## src/rtl/noc_pkg.sv

```systemverilog
// Shared NoC definitions: flit type encoding, packet FSM states and block defaults.
package noc_pkg;

  localparam int FLIT_W_DEF = 34;
  localparam int DEPTH_DEF  = 4;

  typedef enum logic [1:0] {
    HEAD     = 2'b00,
    BODY     = 2'b01,
    TAIL     = 2'b10,
    HEADTAIL = 2'b11
  } flit_type_t;

  typedef enum logic {
    PKT_IDLE   = 1'b0,
    PKT_ACTIVE = 1'b1
  } pkt_state_t;

endpackage

```

## src/rtl/flit_fifo.sv

```systemverilog
// Circular flit store with wrapping pointers; the caller decides which pushes/pops are legal.
module flit_fifo #(
  parameter int FLIT_W = noc_pkg::FLIT_W_DEF,
  parameter int DEPTH  = noc_pkg::DEPTH_DEF
) (
  input  logic                   clk,
  input  logic                   rst,
  input  logic                   push,
  input  logic                   pop,
  input  logic [FLIT_W-1:0]      din,
  output logic [FLIT_W-1:0]      dout,
  output logic [$clog2(DEPTH):0] count,
  output logic                   full,
  output logic                   empty
);
  localparam int AW = $clog2(DEPTH);
  localparam int CW = AW + 1;

  logic [FLIT_W-1:0] mem_q [DEPTH];
  logic [AW-1:0]     wr_ptr_q, wr_ptr_d;
  logic [AW-1:0]     rd_ptr_q, rd_ptr_d;
  logic [CW-1:0]     cnt_q, cnt_d;

  always_comb begin
    wr_ptr_d = push ? wr_ptr_q + 1'b1 : wr_ptr_q;
    rd_ptr_d = pop  ? rd_ptr_q + 1'b1 : rd_ptr_q;
    cnt_d    = cnt_q;
    case ({push, pop})
      2'b10:   cnt_d = cnt_q + 1'b1;
      2'b01:   cnt_d = cnt_q - 1'b1;
      default: cnt_d = cnt_q;
    endcase
  end

  always_ff @(posedge clk) begin
    if (rst) begin
      wr_ptr_q <= '0;
      rd_ptr_q <= '0;
      cnt_q    <= '0;
    end else begin
      wr_ptr_q <= wr_ptr_d;
      rd_ptr_q <= rd_ptr_d;
      cnt_q    <= cnt_d;
    end
  end

  // Storage is deliberately not reset; contents behind an empty pointer pair are don't-care.
  always_ff @(posedge clk) begin
    if (!rst && push) mem_q[wr_ptr_q] <= din;
  end

  assign dout  = mem_q[rd_ptr_q];
  assign count = cnt_q;
  assign full  = (cnt_q == CW'(DEPTH));
  assign empty = (cnt_q == '0);

endmodule

```

## src/rtl/noc_input_buffer.sv

```systemverilog
// Router input buffer: credit-returning FIFO with wormhole packet tracking and sticky overflow flag.
module noc_input_buffer
  import noc_pkg::*;
#(
  parameter int FLIT_W = FLIT_W_DEF,
  parameter int DEPTH  = DEPTH_DEF
) (
  input  logic                   clk,
  input  logic                   rst,
  input  logic [FLIT_W-1:0]      flit_in,
  input  logic                   flit_valid_in,
  output logic [FLIT_W-1:0]      flit_out,
  output logic                   flit_valid_out,
  input  logic                   flit_ready_in,
  output logic                   credit_out,
  output logic [$clog2(DEPTH):0] count,
  output logic                   pkt_active,
  output logic                   overflow_err
);
  logic       full, empty;
  logic       pop, push;
  flit_type_t head_type;

  pkt_state_t state_q;
  logic       pkt_active_q;
  logic       credit_q;
  logic       ovf_q;

  // A full buffer still takes a flit when the head leaves in the same cycle.
  assign pop       = !empty && flit_ready_in;
  assign push      = flit_valid_in && (!full || pop);
  assign head_type = flit_type_t'(flit_out[FLIT_W-1 -: 2]);

  flit_fifo #(
    .FLIT_W (FLIT_W),
    .DEPTH  (DEPTH)
  ) u_fifo (
    .clk   (clk),
    .rst   (rst),
    .push  (push),
    .pop   (pop),
    .din   (flit_in),
    .dout  (flit_out),
    .count (count),
    .full  (full),
    .empty (empty)
  );

  always_ff @(posedge clk) begin
    if (rst) begin
      credit_q <= 1'b0;
      ovf_q    <= 1'b0;
    end else begin
      credit_q <= pop;
      if (flit_valid_in && !push) ovf_q <= 1'b1;
    end
  end

  // Framing errors only leave the state alone; flits are never held back.
  always_ff @(posedge clk) begin
    if (rst) begin
      state_q      <= PKT_IDLE;
      pkt_active_q <= 1'b0;
    end else if (pop) begin
      case (state_q)
        PKT_IDLE: if (head_type == HEAD) begin
          state_q      <= PKT_ACTIVE;
          pkt_active_q <= 1'b1;
        end
        PKT_ACTIVE: if (head_type == TAIL) begin
          state_q      <= PKT_IDLE;
          pkt_active_q <= 1'b0;
        end
        default: begin
          state_q      <= PKT_IDLE;
          pkt_active_q <= 1'b0;
        end
      endcase
    end
  end

  assign flit_valid_out = !empty;
  assign credit_out     = credit_q;
  assign pkt_active     = pkt_active_q;
  assign overflow_err   = ovf_q;

endmodule

```

## config.mk

```make
export PLATFORM = sky130hd
export DESIGN_NAME = noc_input_buffer
export DESIGN_NICKNAME = d
export VERILOG_FILES = /design/src/rtl/noc_pkg.sv /design/src/rtl/flit_fifo.sv /design/src/rtl/noc_input_buffer.sv
export SDC_FILE = /design/constraint.sdc
export NUM_CORES = 1
export LEC_CHECK = 0
export BUFFER_PORTS_ARGS = -buffer_cell sky130_fd_sc_hd__buf_2
export CORE_MARGIN = 2
export CORE_UTILIZATION = 42
export CTS_CLUSTER_DIAMETER = 200
export DETAILED_ROUTE_END_ITERATION = 8
export PLACE_DENSITY = 0.71
export SLEW_MARGIN = 25
export SYNTH_ARGS = -nofsm -noshare
export SYNTH_HDL_FRONTEND = slang
export SYNTH_HIERARCHICAL = 1
export SYNTH_SLANG_ARGS = --single-unit
```

## constraint.sdc

```tcl
create_clock -name clk -period 4.15 [get_ports clk]
set_input_delay 0.6225 -clock clk [delete_from_list [all_inputs] [get_ports clk]]
set_output_delay 0.6225 -clock clk [all_outputs]
set_load 0.03 [all_outputs]
```

==> impl_results.md <==
* Result of the run: finished clean
* Later-pin clock latency in the skew report at 0.41 ns
* Total of hold buffers inserted after clock tree synthesis at 0
* HPWL after DPL at 5.58 mm
* Post-synthesis average cell area at 22.8 um2
* Maximum level of the CTS H-tree at 4
* Setup TNS Final at 0 ns
* Seq cells post-synth at 149
* Maximum number of pins on one net before global-route repair at 35
* Max VDD drop at 0.000305 V
* Post-synthesis cell area at 5580 um2
* Non-filler instance count after layout at 523
* Tightest slew margin relative to the limit at 36.2%
* Post-route clock period utilization at 71.6%
* Most frequent cells after synthesis: 136 x sky130_fd_sc_hd__edfxtp_1, 30 x sky130_fd_sc_hd__mux4_2, 13 x sky130_fd_sc_hd__dfxtp_1
* Arrival @ worst endpoint at 2.35 ns
* Via count of the first global-routing pass at 2683
* Post-cts resize count at 0
* Hold worst-path end: u_fifo/mem_q[0][15]
* YS warnings at 6
* Synth area leader: sky130_fd_sc_hd__edfxtp_1
* Nets@finish at 379
* Inserted Clock Buffers at 17
* Storage element area at 4350 um2
* Number of max-slew violations in the final report at 0
* TritonCTS clock tree: done
* Number of detailed-route iterations in the first pass at 4
* Path type of the worst setup path: reg2out
* Number of buffers between clock root and the deepest sink at 2
* Average via count per standard cell at 4.84
* Count of buffers inserted at the top-level ports at 78
* Worst hold margin at 0.422 ns
* Main flop type after synthesis: sky130_fd_sc_hd__edfxtp_1
* X dimension of the die at 119 um
* Layout fillers at 1036
* CORE AREA at 13100 um2
* Die footprint at 14200 um2
* Worst Clk Skew at 0.00421 ns
* Std-Cell Rows at 42
* Initial antenna violation count at 1
* Via count at 2531
* Data required time of the critical path at 3.53 ns
* Global-route usage over all layers at 14.0%
* DRC violation count after routing at 0
* Power per cell area at 655 nW/um2
* Buffer count from post-CTS setup fixing at 0
* Footprint of the multi-input gates at 1110 um2
* Maximum capacitance violations at 0
* Highest attainable clock frequency at 336 MHz
* Final-report hold violation count at 0
* Standby leakage power at 2.30 nW
* Clock sink count at 149
* Critical hold path startpoint: flit_in[15]
* Shortest period the worst path allows at 2.97 ns
* Layout overhead on the synthesized area at 20.2%
* Class of the most critical hold timing path: in2reg
* Setup violators final at 0
* Measured slew at the worst slew-check pin at 0.957 ns
* Clock-pin slew of the registers on the worst-case setup and hold paths at 0.06 ns
* Number of standard cells after synthesis at 245
* Number of top-level design ports at 79
* Leading post-synthesis cells by cell area: sky130_fd_sc_hd__edfxtp_1 73%, sky130_fd_sc_hd__mux4_2 12%, sky130_fd_sc_hd__dfxtp_1 4.7%
* Sum of routed wire length over all layers at 9.17 mm
* Proportion of synthesized flip-flops having asynchronous set or reset at 0%
* Inst Count DP at 492
* Total overflow reported by the global router at 0
* Starting DRC count in detailed routing at 241
* Die height at 119 um
* Unrepaired setup endpoints after global routing: false
* R2r setup slk at 1.40 ns
* Post-synthesis net count at 289
* Per-cell routed wire length at 17.5 um
* Number of enable flip-flop cells after synthesis at 136
* Share of Yosys cell area claimed by the top area cell type at 73.2%
* Capturing point of the worst reg2reg path: u_fifo/mem_q[0][23]
* Number of library cell types mapped by synthesis at 30
* Sequential element share of the synthesized area at 77.9%
* Fraction of layout cells with a size suffix above 1 at 42.7%
* Clock Root Buffer: sky130_fd_sc_hd__clkbuf_16
* Category of the worst setup path capture point: primary output
* Remaining antenna violation count at 0
* Cell depth of the worst min-delay path at 1
* Initial standard-cell utilization of the core at 42.6%
* R2R depth at 6
* GP Congestion at 0.724
* Wire length of the first global-routing pass at 14.4 mm
* N_diodes at 0
* Startpoint types: flop
* Reg-to-reg startpoint: u_fifo/count[0]
* Biggest fanout along the worst timing path at 24
* Count leader, synth: sky130_fd_sc_hd__edfxtp_1
==> cell families (layout without fill, tap and decap cells) <==
group	count (synthesis)	after routing	share of synthesized area, %
DFF	149	149	77.9
xor gates and xnor gates	5	5	0.785
and+or+nand+nor	23	23	2.22
adders and majority gates	6	6	1.48
AOI/OAI and AO/OA	8	8	1.08
buffers and inverters	19	121	2.36
muxes	35	35	14.2
==> final cells by class <==
type                    count  share of cell area [%]
multi-input cells          77                    16.5
flip-flops and latches    149                    64.8
clock inverters            13                    2.37
repair buffers             80                    6.05
inverters                  10                   0.560
clock buffers              18                    6.40
well taps                 176                    3.28
==> per-layer routing <==
layer	GRT usage [%]	up-vias	wire length [um]	part of all wire, %
met4	6.92	2	181	2.0
met5	0	-	13	0.14
li1	-	1179	-	-
met3	4.84	15	550	6.0
met2	22.1	66	4500	49
met1	17.2	1269	3920	43
==> cell usage in the layout, fill, tap and decap left out, types with 3 or more instances in the layout <==
cell                         netlist  layout
sky130_fd_sc_hd__and2_2            0       4
sky130_fd_sc_hd__buf_2             3      78
sky130_fd_sc_hd__bufinv_16         0       3
sky130_fd_sc_hd__clkbuf_16         0      17
sky130_fd_sc_hd__clkinvlp_4        0       4
sky130_fd_sc_hd__dfxtp_1          13      11
sky130_fd_sc_hd__edfxtp_1        136     136
sky130_fd_sc_hd__ha_1              5       5
sky130_fd_sc_hd__inv_1            10      10
sky130_fd_sc_hd__mux4_1            4       4
sky130_fd_sc_hd__mux4_2           30      30
sky130_fd_sc_hd__nor2_1           12      12
sky130_fd_sc_hd__xor2_1            3       3
==> registers in the layout, summed over array words and instances (netlist names), named ones only <==
register and cells:
u_fifo/wr_ptr_q 2, u_fifo/mem_q 136, credit_out 1, overflow_err 1
u_fifo/count 3, pkt_active 1, u_fifo/rd_ptr_q 2
==> metrics by stage <==
step,util [%],power [mW],setup WS [ns],cell area (um2)
final,51.2,4.39,1.18,6700
after global routing,51.2,4.59,0.979,6700
after CTS,51.2,4.44,1.08,6700
after detailed placement,46.7,2.94,1.29,6120
after global placement,46.7,2.93,1.43,6120
after floorplan,-,2.71,1.36,5580
==> power breakdown <==
group          leakage (nW)  total, mW  switching, mW  internal (mW)
clock network         0.273       1.50          0.561          0.938
registers              1.34       1.87          0.120           1.75
logic                 0.685       1.02          0.609          0.412
total                  2.30       4.39           1.29           3.10
==> critical path, stage by stage, from the launching register on <==
cell                      delay (ns)
sky130_fd_sc_hd__dfxtp_2        0.89
sky130_fd_sc_hd__buf_4          0.34
sky130_fd_sc_hd__mux4_2         0.51
sky130_fd_sc_hd__buf_2          0.19
==> worst max path at each step <==
stage,start,endpoint
after floorplan,u_fifo/count[0],u_fifo/mem_q[0][0]
after global placement,flit_ready_in,u_fifo/mem_q[0][27]
after detailed placement,flit_ready_in,u_fifo/mem_q[1][28]
after CTS,flop,flit_out[29]
after global routing,flop,flit_out[3]
final,flop,flit_out[29]
Note: power is estimated with default switching activity, not from simulation.
